==> src/rtl/demux1to8_sipo.sv <==
// Serial-to-parallel demux: bit accepted at select k lands in word[k]; full word is presented with a 1-cycle strobe.
// Latency 1 clk from last bit to dout_valid; no backpressure, gaps in din_valid simply stall the select counter.
module demux1to8_sipo #(
   parameter int WIDTH = 8,
   parameter int SEL_W = 3
) (
   input  logic             clk,
   input  logic             rst,
   input  logic             din,
   input  logic             din_valid,
   input  logic             start,
   output logic [SEL_W-1:0] sel,
   output logic [WIDTH-1:0] dout,
   output logic             dout_valid,
   output logic             busy
);

   localparam logic [SEL_W-1:0] SEL_MAX = SEL_W'(WIDTH - 1);

   logic [SEL_W-1:0] sel_q, sel_d;
   logic [WIDTH-1:0] word_q, word_d;
   logic [WIDTH-1:0] dout_q, dout_d;
   logic             dout_valid_q, dout_valid_d;

   always_comb begin
      sel_d        = sel_q;
      word_d       = word_q;
      dout_d       = dout_q;
      dout_valid_d = 1'b0;
      if (start) begin
         // Realign: a valid bit on the same edge opens the new frame at bit 0.
         sel_d  = '0;
         word_d = '0;
         if (din_valid) begin
            word_d[0] = din;
            sel_d     = SEL_W'(1);
         end
      end else if (din_valid) begin
         word_d[sel_q] = din;
         if (sel_q == SEL_MAX) begin
            dout_d       = word_d;
            dout_valid_d = 1'b1;
            word_d       = '0;
            sel_d        = '0;
         end else begin
            sel_d = sel_q + SEL_W'(1);
         end
      end
   end

   always_ff @(posedge clk or posedge rst) begin
      if (rst) begin
         sel_q        <= '0;
         word_q       <= '0;
         dout_q       <= '0;
         dout_valid_q <= 1'b0;
      end else begin
         sel_q        <= sel_d;
         word_q       <= word_d;
         dout_q       <= dout_d;
         dout_valid_q <= dout_valid_d;
      end
   end

   assign sel        = sel_q;
   assign dout       = dout_q;
   assign dout_valid = dout_valid_q;
   assign busy       = (sel_q != '0);

endmodule
==> config.mk <==
export PLATFORM = sky130hd
export DESIGN_NAME = demux1to8_sipo
export DESIGN_NICKNAME = d
export VERILOG_FILES = /design/src/rtl/demux1to8_sipo.sv
export SDC_FILE = /design/constraint.sdc
export NUM_CORES = 1
export LEC_CHECK = 0
export ABC_AREA = 1
export CAP_MARGIN = 20
export CORE_MARGIN = 1.5
export CORE_UTILIZATION = 45
export DETAILED_ROUTE_END_ITERATION = 12
export GPL_ROUTABILITY_DRIVEN = 0
export PLACE_DENSITY = 0.75
export SYNTH_ARGS = -nofsm -noshare
export SYNTH_HDL_FRONTEND = slang
export SYNTH_SLANG_ARGS = --single-unit
==> constraint.sdc <==
create_clock -name clk -period 1.2 [get_ports clk]
set_input_delay 0.24 -clock clk [delete_from_list [all_inputs] [get_ports clk]]
set_output_delay 0.24 -clock clk [all_outputs]
set_load 0.03 [all_outputs]
==> impl_metrics.ini <==
[synth]
synth_warnings = 0
yosys-top-cells-count = nand2_1 (28), dfrtp_1 (20), inv_1 (16), nand3_1 (9), o21ai_0 (8)
number_of_enable_flip_flop_cells_after_synthesis = 0
netlist_instances = 111
synth_largest_area_cell = dfrtp_1
ys_types = 16
synth_nets = 120
avgSynthCellArea_um2 = 8.68
synth.top_cell.area_share = 0.519
yosysMostFrequentCell = nand2_1
synthesis.area_um2 = 963
synth_top_cells_by_area = dfrtp_1 (52%), nand2_1 (11%), inv_1 (6.2%)
async_flop_share = 1.00
synth-seq-cells = 20
synth-seq-area-share = 0.519
synth_top_flop_cell = dfrtp_1

[routing]
number_of_vias_after_detailed_routing = 1005
wire_per_inst_um = 16.5
drt_iter0_markers = 30
route.antenna.remaining_nets = 0
wirelength_mm = 2.99
vias_per_cell = 5.55
remaining_drc_errors = 0
dr.pass1.iters = 4

[sta]
final_hold_violation_count = 0
tightestPinTransition_ns = 0.469
fin_hold_ws_ns = 0.243
achievable-frequency_mhz = 715
headroom_to_the_max_slew_limit = 0.686
finalCritPeriodShare = 1.17
final.setup.worst_slack_ns = -0.198
grt_setup_unrepaired = true
timing_max_transition_violations_final = 0
fin_crit_period_ns = 1.40
setup_viol_count_final = 23
clock_skew_ns = 0.00690

[critical_path]
critPathCaptureType = primary output
crit_type = flop to primary output
timing.critical_path.fanout_max = 4
worst_path_most_repeated_cell = buf_6
critical-path-max-stage-delay_ns = 0.45
cp_top_family = flip-flops
cp_data_arrival_time_ns = 1.16
worst-endpoint-required_ns = 0.96
crit_path_cell_trace = buf_6 -> buf_6 -> buf_6
crit_path_top_delay_cell = dfrtp_2
critical_path.startpoint_type = flop
buffers_plus_inverters_on_the_worst_setup_path = 3

[layout]
drive_gt1_frac = 0.604
syn2layout_area_growth_pct = 70.5
final_core_util = 0.829
insertedDiodeCount = 0
finalNonFillerCells = 181
total_nets_final = 164

[grt]
maximum_number_of_pins_on_one_net_before_global_route_repair = 21
grt.total_usage = 0.241
gr-total-overflow = 0
initial_antenna_violation_count = 0
first_pass_grt_wire_length_mm = 4.37
number_of_global_route_vias_before_repair = 911

[placed_design]
dp_cells = 163
place_hpwl_mm = 1.46
portBuffers = 17
pre_cts_setup_slack_ns = -0.289

[pwr]
static-leakage-power_nw = 0.733
net_switching_power_figure_mw = 0.519
worst_ir_drop_vdd_uv = 704
share_seq_of_total_power = 0.460
pwr-share-comb = 0.319
totalPowerFinal_mw = 1.57
power.share.clock = 0.221
switching_share = 0.331
power_density_mw_per_mm2 = 954
power.internal_mw = 1.05

[floorplan]
die-width_um = 49.3
placement_rows = 16
coreArea_mm2 = 0.00198
start_util = 0.486
die_h_um = 49.3
floorplan.die_area_mm2 = 0.00243
top_level_port_count = 18

[outcome]
status = complete, but fails checks
violations = negative setup slack

[clock_network]
root_buffer_cell = clkbuf_4
numCtsBuffers = 3
max-clock-path-buffers = 2
clk_latency_ns = 0.31
ctsHtreeMaxLevel = 1
clock-sinks = 20
clock_tree_from_tritoncts = yes
clk_pin_slew_ns = 0.12

[worst_hold_path]
holdCritPathClass = input port to async pin

[run]
drv.max_cap_violation_count = 0
-- state kept, by name (all words and copies together) (netlist names) --
signal,flops
word_q,8
sel,3
dout,8
dout_valid,1
-- worst register-to-register path, stage by stage (launching register included) --
cell and delay [ns]:
dfrtp_2 0.45, buf_6 0.14, ha_4 0.17, ha_4 0.21, inv_2 0.08, nand3_1 0.07
nand2_1 0.06, nand2_1 0.06, nand2_1 0.08
-- area by class of cell --
| cell class | instances | area, um^2 |
|---|---|---|
| clock buffers | 4 | 26.3 |
| fillers | 107 | 339 |
| inverters | 19 | 81.3 |
| multi-input cells | 72 | 648 |
| flip-flops and latches | 20 | 504 |
| well taps | 27 | 33.8 |
| repair buffers | 39 | 349 |
-- routing by layer --
metal / vias up / global-route usage / part of all wire
li1: 455 / - / -
met5: - / 0 / 0
met4: 0 / 0.0905 / 0.013
met2: 52 / 0.408 / 0.53
met3: 7 / 0.0399 / 0.059
met1: 491 / 0.307 / 0.40
-- power by group through the flow --
stage | combinational (mW) | clock [mW] | sequential (mW)
4_1_cts | 0.398 | 0.343 | 0.719
3_5_place_dp | 0.293 | 0 | 0.742
3_3_place_gp | 0.284 | 0 | 0.741
2_1_floorplan | 0.142 | 0 | 0.774
5_1_grt | 0.531 | 0.387 | 0.724
6_report | 0.500 | 0.346 | 0.722
-- metrics by stage --
stage / cell area [um^2] / TNS (ns)
6_report: 1640 / -1.97
5_1_grt: 1640 / -2.79
4_1_cts: 1460 / -1.37
3_5_place_dp: 1230 / -4.54
3_3_place_gp: 1230 / -3.68
2_1_floorplan: 1000 / -0.475
-- final timing paths --
path | from | end | slack [ns] | cells after the start
min in group clk | dout[4]$_DFFE_PP0P_ | dout[4]$_DFFE_PP0P_ | 0.51 | 2
worst max-delay path | sel[0]$_DFFE_PP0P_ | sel[0] | -0.20 | 3
worst min-delay path | rst | dout[1]$_DFFE_PP0P_ | 0.24 | 3
worst min register to register | dout[4]$_DFFE_PP0P_ | dout[4]$_DFFE_PP0P_ | 0.51 | 2
worst max register to register | sel[0]$_DFFE_PP0P_ | word_q[0]$_DFFE_PP0P_ | -0.17 | 8
max in group asynchronous | rst | sel[2]$_DFFE_PP0P_ | 0.72 | 3
-- what timing repair did --
item	4_1_cts	5_1_grt
setup buffers	7	6
setup endpoints to repair	19	25
pin swaps	6	9
gates resized for setup	39	31
gates cloned	1	0
hold buffers	0	0
-- kinds of logic (layout without fill, tap and decap cells) --
kind of cell / after synthesis / count (layout) / share of synthesized area
buf+inv: 20 / 62 / 0.0857
compound gates: 26 / 26 / 0.156
simple gates: 41 / 42 / 0.187
flops: 20 / 20 / 0.519
fa+ha+maj: 4 / 4 / 0.0520
-- placed cells by master, fill, tap and decap left out, types with 4 or more instances in the layout --
cell             netlist  routed
inv_1                 16      11
inv_2                  2       4
nand3_1                9       4
inv_4                  0       4
nand2_1               28      14
nand2_2                0       9
buf_6                  1       7
o21ai_2                3       8
nand2_4                1       4
buf_4                  0      26
ha_4                   0       4
o21ai_1                5       6
o22ai_2                0       7
clkdlybuf4s50_1        0       4
dfrtp_1               20      17
(Power assumes the default switching activity.)
